==> config.mk <==
export PLATFORM = sky130hd
export DESIGN_NAME = ascon_host_bridge_flat
export DESIGN_NICKNAME = d
export VERILOG_FILES = /design/src/rtl/ascon_host_bridge_if.sv /design/src/rtl/ascon_host_bridge.sv /design/src/flat_wrapper.sv
export SDC_FILE = /design/constraint.sdc
export NUM_CORES = 1
export LEC_CHECK = 0
export CORE_AREA = 2 2 286 288
export CTS_BUF_LIST = sky130_fd_sc_hd__clkbuf_8 sky130_fd_sc_hd__clkbuf_16
export DETAILED_ROUTE_END_ITERATION = 10
export DIE_AREA = 0 0 288 290
export GPL_TIMING_DRIVEN = 0
export PLACE_DENSITY = 0.52
export SLEW_MARGIN = 10
export SYNTH_ARGS = -nofsm -noshare
export SYNTH_HDL_FRONTEND = slang
export SYNTH_SLANG_ARGS = --single-unit
==> constraint.sdc <==
create_clock -name clk -period 6 [get_ports clk]
set_input_delay 1.2 -clock clk [delete_from_list [all_inputs] [get_ports clk]]
set_output_delay 1.2 -clock clk [all_outputs]
set_load 0.02 [all_outputs]
==> src/rtl/ascon_host_bridge_if.sv <==
// Host-facing job and word-stream bundle of the Ascon host bridge.
// Handshakes: a word moves on any cycle where valid and ready are both high at the rising edge.
interface ascon_host_bridge_if #(
    parameter int DATA_AW = 7,
    parameter int TAG_W   = 128
);
    logic               job_valid;
    logic [DATA_AW-1:0] ad_size;
    logic [DATA_AW-1:0] pt_size;
    logic [TAG_W-1:0]   exp_tag;
    logic               abort;
    logic               in_valid;
    logic               in_ready;
    logic [63:0]        in_data;
    logic               out_valid;
    logic               out_ready;
    logic [63:0]        out_data;

    modport master (
        output job_valid, ad_size, pt_size, exp_tag, abort,
        output in_valid, in_data, out_ready,
        input  in_ready, out_valid, out_data
    );

    modport slave (
        input  job_valid, ad_size, pt_size, exp_tag, abort,
        input  in_valid, in_data, out_ready,
        output in_ready, out_valid, out_data
    );
endinterface

==> src/rtl/ascon_host_bridge.sv <==
// Host bridge for the Ascon AEAD core: loads AD/PT FIFOs from the host stream,
// starts the core, drains CT back to the host and checks the produced tag.
module ascon_host_bridge #(
    parameter int DATA_AW = 7,
    parameter int TAG_W   = 128
) (
    input  logic                clk,
    input  logic                rst,
    ascon_host_bridge_if.slave  host,
    output logic                ad_push_o,
    output logic [63:0]         ad_data_o,
    input  logic                ad_full_i,
    output logic                pt_push_o,
    output logic [63:0]         pt_data_o,
    input  logic                pt_full_i,
    output logic                ct_pop_o,
    input  logic [63:0]         ct_i,
    input  logic                ct_empty_i,
    input  logic                core_ready_i,
    output logic                core_start_o,
    input  logic                tag_valid_i,
    input  logic [TAG_W-1:0]    tag_i,
    output logic                flush_o,
    output logic                busy_o,
    output logic                done_o,
    output logic [TAG_W-1:0]    tag_o,
    output logic                tag_match_o,
    output logic [2:0]          state_o
);
    localparam int CW = DATA_AW - 2;

    typedef enum logic [2:0] {
        IDLE, LOAD_AD, LOAD_PT, START, DRAIN, WAIT_TAG, DONE
    } state_t;

    state_t           state;
    logic [CW-1:0]    ad_cnt;
    logic [CW-1:0]    pt_cnt;
    logic [CW-1:0]    ct_cnt;
    logic [TAG_W-1:0] exp_tag;
    logic             tag_seen;
    logic [CW-1:0]    nad;
    logic [CW-1:0]    npt;
    logic             ct_fire;
    logic             tag_window;

    // Byte size rounded up to whole 64-bit words.
    assign nad = CW'(host.ad_size[DATA_AW-1:3]) + CW'(|host.ad_size[2:0]);
    assign npt = CW'(host.pt_size[DATA_AW-1:3]) + CW'(|host.pt_size[2:0]);

    assign host.in_ready  = (state == LOAD_AD && !ad_full_i) || (state == LOAD_PT && !pt_full_i);
    assign ad_push_o      = (state == LOAD_AD) && host.in_valid && !ad_full_i;
    assign pt_push_o      = (state == LOAD_PT) && host.in_valid && !pt_full_i;
    assign ad_data_o      = (state == LOAD_AD) ? host.in_data : '0;
    assign pt_data_o      = (state == LOAD_PT) ? host.in_data : '0;
    assign host.out_valid = (state == DRAIN) && !ct_empty_i;
    assign host.out_data  = (state == DRAIN) ? ct_i : '0;
    assign ct_fire        = host.out_valid && host.out_ready;
    assign ct_pop_o       = ct_fire;
    // An abort in START must not launch the core it is about to cancel.
    assign core_start_o   = (state == START) && core_ready_i && !host.abort;
    assign tag_window     = (state == START) || (state == DRAIN) || (state == WAIT_TAG);
    assign state_o        = state;

    always_ff @(posedge clk) begin
        if (rst) begin
            state       <= IDLE;
            ad_cnt      <= '0;
            pt_cnt      <= '0;
            ct_cnt      <= '0;
            exp_tag     <= '0;
            tag_seen    <= 1'b0;
            flush_o     <= 1'b0;
            busy_o      <= 1'b0;
            done_o      <= 1'b0;
            tag_o       <= '0;
            tag_match_o <= 1'b0;
        end else begin
            flush_o <= 1'b0;
            done_o  <= 1'b0;
            if (state != IDLE && host.abort) begin
                state    <= IDLE;
                flush_o  <= 1'b1;
                busy_o   <= 1'b0;
                tag_seen <= 1'b0;
            end else begin
                // The tag may land while CT is still draining; hold it until WAIT_TAG.
                if (tag_window && tag_valid_i) begin
                    tag_o       <= tag_i;
                    tag_seen    <= 1'b1;
                    tag_match_o <= (tag_i == exp_tag);
                end
                unique case (state)
                    IDLE: begin
                        if (host.job_valid) begin
                            ad_cnt      <= nad;
                            pt_cnt      <= npt;
                            ct_cnt      <= npt;
                            exp_tag     <= host.exp_tag;
                            tag_seen    <= 1'b0;
                            tag_match_o <= 1'b0;
                            busy_o      <= 1'b1;
                            if (nad != '0)      state <= LOAD_AD;
                            else if (npt != '0) state <= LOAD_PT;
                            else                state <= START;
                        end
                    end
                    LOAD_AD: begin
                        if (ad_push_o) begin
                            ad_cnt <= ad_cnt - CW'(1);
                            if (ad_cnt == CW'(1)) state <= (pt_cnt != '0) ? LOAD_PT : START;
                        end
                    end
                    LOAD_PT: begin
                        if (pt_push_o) begin
                            pt_cnt <= pt_cnt - CW'(1);
                            if (pt_cnt == CW'(1)) state <= START;
                        end
                    end
                    START: begin
                        if (core_ready_i) state <= (ct_cnt != '0) ? DRAIN : WAIT_TAG;
                    end
                    DRAIN: begin
                        if (ct_fire) begin
                            ct_cnt <= ct_cnt - CW'(1);
                            if (ct_cnt == CW'(1)) state <= WAIT_TAG;
                        end
                    end
                    WAIT_TAG: begin
                        if (tag_seen) begin
                            state  <= DONE;
                            busy_o <= 1'b0;
                            done_o <= 1'b1;
                        end
                    end
                    DONE:    state <= IDLE;
                    default: state <= IDLE;
                endcase
            end
        end
    end
endmodule

==> src/flat_wrapper.sv <==
// flat-port wrapper written by rule: the top's interface ports become plain ports
module ascon_host_bridge_flat 
#(
    parameter int DATA_AW = 7,
    parameter int TAG_W   = 128
)
  (clk, rst, ad_push_o, ad_data_o, ad_full_i, pt_push_o, pt_data_o, pt_full_i, ct_pop_o, ct_i, ct_empty_i, core_ready_i, core_start_o, tag_valid_i, tag_i, flush_o, busy_o, done_o, tag_o, tag_match_o, state_o, host_job_valid, host_ad_size, host_pt_size, host_exp_tag, host_abort, host_in_valid, host_in_data, host_out_ready, host_in_ready, host_out_valid, host_out_data);
  ascon_host_bridge_if #(.DATA_AW(DATA_AW), .TAG_W(TAG_W)) host_i ();
  input  logic clk;
  input  logic rst;
  output logic ad_push_o;
  output logic [63:0] ad_data_o;
  input  logic ad_full_i;
  output logic pt_push_o;
  output logic [63:0] pt_data_o;
  input  logic pt_full_i;
  output logic ct_pop_o;
  input  logic [63:0] ct_i;
  input  logic ct_empty_i;
  input  logic core_ready_i;
  output logic core_start_o;
  input  logic tag_valid_i;
  input  logic [TAG_W-1:0] tag_i;
  output logic flush_o;
  output logic busy_o;
  output logic done_o;
  output logic [TAG_W-1:0] tag_o;
  output logic tag_match_o;
  output logic [2:0] state_o;
  input wire logic [$bits(host_i.job_valid)-1:0] host_job_valid;
  input wire logic [$bits(host_i.ad_size)-1:0] host_ad_size;
  input wire logic [$bits(host_i.pt_size)-1:0] host_pt_size;
  input wire logic [$bits(host_i.exp_tag)-1:0] host_exp_tag;
  input wire logic [$bits(host_i.abort)-1:0] host_abort;
  input wire logic [$bits(host_i.in_valid)-1:0] host_in_valid;
  input wire logic [$bits(host_i.in_data)-1:0] host_in_data;
  input wire logic [$bits(host_i.out_ready)-1:0] host_out_ready;
  output wire logic [$bits(host_i.in_ready)-1:0] host_in_ready;
  output wire logic [$bits(host_i.out_valid)-1:0] host_out_valid;
  output wire logic [$bits(host_i.out_data)-1:0] host_out_data;
  assign host_i.job_valid = host_job_valid;
  assign host_i.ad_size = host_ad_size;
  assign host_i.pt_size = host_pt_size;
  assign host_i.exp_tag = host_exp_tag;
  assign host_i.abort = host_abort;
  assign host_i.in_valid = host_in_valid;
  assign host_i.in_data = host_in_data;
  assign host_i.out_ready = host_out_ready;
  assign host_in_ready = host_i.in_ready;
  assign host_out_valid = host_i.out_valid;
  assign host_out_data = host_i.out_data;
  ascon_host_bridge #(.DATA_AW(DATA_AW), .TAG_W(TAG_W)) u_core (.clk(clk), .rst(rst), .host(host_i), .ad_push_o(ad_push_o), .ad_data_o(ad_data_o), .ad_full_i(ad_full_i), .pt_push_o(pt_push_o), .pt_data_o(pt_data_o), .pt_full_i(pt_full_i), .ct_pop_o(ct_pop_o), .ct_i(ct_i), .ct_empty_i(ct_empty_i), .core_ready_i(core_ready_i), .core_start_o(core_start_o), .tag_valid_i(tag_valid_i), .tag_i(tag_i), .flush_o(flush_o), .busy_o(busy_o), .done_o(done_o), .tag_o(tag_o), .tag_match_o(tag_match_o), .state_o(state_o));
endmodule
# Word-level counts from Yosys, hierarchy flattened
# Cells that the tools add are included.
# word_totals
wordCells	112
register_bits	279
# classes
bitwise_logic	2
mux	36
eq_ne	18
reduce_logical	40
add_sub_neg	5
# ops
op	count
64-bit two-way mux	3
128-bit equality test	1
3-bit two-way mux	10
5-bit case mux with 2 select lines	3
5-bit two-way mux	5
5-bit nonzero test	4
3-bit case mux with 6 select lines	1
2-bit != test, second input constant	8
5-bit by 1-bit equality test with 1-bit output, second input constant	3
5-bit by 1-bit subtractor with 5-bit output, second input constant	3
1-bit two-way mux	13
1-bit logical AND	12
4-bit AND reduction	3
4-bit by 1-bit adder with 5-bit output	2
9-bit AND reduction	1
3-bit OR reduction	3
2-bit nonzero test	4
3-bit by 2-bit equality test with 1-bit output, second input constant	2
3-bit equality test, second input constant	2
3-bit AND reduction	2
1-bit logical NOT	4
3-bit by 1-bit equality test with 1-bit output, second input constant	1
3-bit logical NOT	1
1-bit logical OR	3
other kinds (6)	7

# Logic depth before layout (Yosys ltp)
# logic_depth
depth_word	7
mapped_depth	9

# Worst setup path before layout
# No wires, ideal clock.
# synth_path
kind	input to register
start	input port host_ad_size[1]
end	register u_core.state[0], in the netlist u_core.state_o[0]
arrival_time_ps	2818
cell_stages	8
path_buffers	0
setup_ps	136
setup_slack_ps	3046
path_cell_list	or3_1 ha_1 ha_1 nor3_1 and3_1 a211oi_1 a2111oi_0 a211oi_1
# synth_via
elab_chain_cells	6
# synth_lines
item	line	source
from (decl)	flat_wrapper.sv:31	input wire logic [$bits(host_i.ad_size)-1:0] host_ad_size;
3-bit OR reduction	ascon_host_bridge.sv:48	assign nad = CW'(host.ad_size[DATA_AW-1:3]) + CW'(|host.ad_size[2:0]);
4-bit by 1-bit adder with 5-bit output	ascon_host_bridge.sv:48	
5-bit nonzero test	ascon_host_bridge.sv:103	if (nad != '0) state <= LOAD_AD;
3-bit two-way mux	ascon_host_bridge.sv:103	
3-bit two-way mux	ascon_host_bridge.sv:95	if (host.job_valid) begin
3-bit case mux with 6 select lines	ascon_host_bridge.sv:93	unique case (state)
to (signal assigned)	ascon_host_bridge.sv:111	if (ad_cnt == CW'(1)) state <= (pt_cnt != '0) ? LOAD_PT : START;
to (signal assigned)	ascon_host_bridge.sv:121	if (core_ready_i) state <= (ct_cnt != '0) ? DRAIN : WAIT_TAG;
to (decl)	ascon_host_bridge.sv:36	state_t state;
# Every way passes these cells. The select of a mux whose other input is x is not followed.
# A chain may end at the register's enable or synchronous reset.

# Final worst setup path
# layout_path
start	register u_core.state[1], in the netlist u_core.state_o[1]
end	output port pt_data_o[39]
# layout_via
elab_chain_cells	2
# layout_lines
item	line	source
3-bit by 2-bit equality test with 1-bit output	ascon_host_bridge.sv:55	assign pt_data_o = (state == LOAD_PT) ? host.in_data : '0;
64-bit two-way mux	ascon_host_bridge.sv:55	
to (decl)	flat_wrapper.sv:15	output logic [63:0] pt_data_o;
# Every way passes these cells.

==> flow_summary.toml <==
[route]
routed_wl_um = 88600
firstDrtPassIters = 4
wl_per_cell_um = 24.7
drcViolationCount = 0
drtAntennaViolNets = 0
drtIter0Drc = 707
viasPerCell = 4.16
vias = 14925

[worst_setup_path]
cp-start-kind = "flip-flop"
crit_chain = "clkbuf_1 -> nor2b_1 -> clkbuf_1 -> clkbuf_1 -> and3_1 -> clkdlybuf4s50_1"
crit_required_ns = 4.80
max_stage_delay_ns = 0.78
cp_top_family = "buffers and inverters"
critical_path_arrival_ns = 3.68
crit_slowest_cell = "clkdlybuf4s50_1"
criticalPathCategory = "reg2out"
crit_buf_inv = 4
critPathMaxFanout = 10
cp-end-kind = "output port"
crit_top_cell = "clkbuf_1"

[timing]
fin_skew_ns = 0.0411
slew_headroom = 0.204
fin_crit_ns = 4.88
setup-violations-final = 0
tightest_slew_ns = 1.19
fmax_mhz = 205
rsz0062_at_grt = "false"
hold_viol_final = 0
setup_tns_ns = 0
finalMaxSlewViolations = 0
hold_ws_ns = 0.452
period_share = 0.814

[synthesis]
syn_nets = 2144
synth.distinct_cells = 39
synth.largest_area_cell = "dfxtp_1"
ys_dominant_reg_cell = "dfxtp_1"
synth.most_common_cell = "nand2_1"
postSynth.asyncResetShare = 0
synth_area_per_cell_um2 = 7.52
syn-cell-area_um2 = 13000
synth_common_cells = "522 x nand2_1, 279 x dfxtp_1, 275 x a21oi_1"
synthCells = 1725
ys_seq_elements = 279
yosysWarnings = 0
synth.top_cell.area_share = 0.430
synthTopCellsByArea = "dfxtp_1 43%, nand2_1 15%, a21oi_1 11%"
ys_seq_area_frac = 0.430
synth_edf_count = 0

[power]
ir_worst_vdd_mv = 0.148
power.density_nw_per_um2 = 305
p_leak_uw = 0.00861

[hold_path]
hold_class = "reg2reg"

[finish]
final_util = 0.285
finalNonFillerCells = 3589
area_delta_synth_final_pct = 76.1
nNetsFinal = 2922
drive_gt1_frac = 0.0297

[floorplanning]
core_area_um2 = 80200
die_h_um = 290
die_area_um2 = 83500
start_util = 0.162
ioPinCount = 742
die_x_um = 288
std_cell_rows = 104

[global_route]
grt_pass1_vias = 14833
antenna_found_initial = 20
grt_pass1_wl_um = 118000
grt-ovfl-total = 0
grtUsageTotal = 0.203
grt_max_degree = 13

[placement]
dp.final_hpwl_um = 75500
dpl.cell_count = 3526
port_buffers = 741
place_congestion = 0.881

[clock_tree]
cts_sinks = 279
cts_resized = 0
root_buffer = "clkbuf_16"
cts_hold_buf = 0
cts_tree = "built"
cts-buffers-inserted = 35
clkTransAtPathRegs_ns = 0.06
htreeDepth = 2
clock_latency_ns = 0.56
cts_setup_buffers = 0
clockBufferDepth = 3

[outcome]
status = "completed"

[run]
maxCapViolCount = 0
==> report_power, final <==
group	internal [uW]	switching [uW]
Sequential	2070	152
Clock	1220	873
Combinational	1040	1620
==> cell families after synthesis <==
| family | synth area share |
|---|---|
| AOI/OAI and AO/OA | 0.129 |
| xor gates and xnor gates | 0.0864 |
| adders and majority gates | 0.00964 |
| buffers and inverters | 0.0442 |
| DFF | 0.430 |
| and+or+nand+nor | 0.301 |
==> worst min-delay path: cells and delay by family (launching register included) <==
family          cells  cell delay, ns
compound gates      1            0.05
flops               1            0.30
simple gates        1            0.05
==> layout make-up <==
cell class              instances  area [um2]
repair buffers                741        7420
well taps                    1060        1330
diodes                          4        10.0
fillers                      8891       57300
multi-input cells            1301        6830
inverters                      14        52.6
clock buffers                  40         956
flip-flops and latches        279        5590
plain buffers                 131         520
clock inverters                19         154
==> final timing paths <==
check / from / endpoint / slack [ns] / cells past startpoint
worst max-delay path: u_core.state_o[1]$_SDFFE_PP0P_ / pt_data_o[39] / 1.12 / 6
worst max register to register: u_core.state_o[1]$_SDFFE_PP0P_ / u_core.exp_tag[73]$_SDFFE_PP0P_ / 2.47 / 8
worst min-delay path: u_core.tag_o[50]$_SDFFE_PP0P_ / u_core.tag_o[50]$_SDFFE_PP0P_ / 0.45 / 2
worst min register to register: u_core.tag_o[50]$_SDFFE_PP0P_ / u_core.tag_o[50]$_SDFFE_PP0P_ / 0.45 / 2
==> routing by layer <==
metal	vias up	share of wire	track usage
met5	-	0.0015	0
met3	109	0.071	0.0535
met1	6959	0.36	0.210
met4	20	0.028	0.0554
li1	7283	-	-
met2	554	0.54	0.394
==> sequential cells by signal (all words and copies together) (netlist names) <==
name / count
u_core.busy_o: 1
u_core.flush_o: 1
u_core.ct_cnt: 5
u_core.ad_cnt: 5
u_core.exp_tag: 128
u_core.done_o: 1
u_core.tag_match_o: 1
u_core.tag_seen: 1
u_core.tag_o: 128
u_core.pt_cnt: 5
u_core.state_o: 3
==> through the flow <==
stage | cell area [um2] | setup WS [ns] | power, uW
after floorplan | 13000 | 3.05 | 3500
after global placement | 21700 | 1.60 | 4960
after detailed placement | 21700 | 1.60 | 4960
after CTS | 22800 | 1.02 | 7100
after global routing | 22800 | 0.909 | 7330
final | 22800 | 1.12 | 6970
==> placed cells by master, fill, tap and decap left out, types with 11 or more instances in the layout <==
cell type,n
clkdlybuf4s50_1,741
nand2_1,522
dfxtp_1,279
a21oi_1,275
and3_1,132
xor2_1,107
clkbuf_1,105
and2_1,66
clkbuf_16,36
nor4_1,30
nor2_1,28
inv_1,24
buf_2,23
xnor2_1,21
o21ai_0,16
nand4_1,15
nor3_1,12
nor2b_1,11
(Power assumes the default switching activity.)
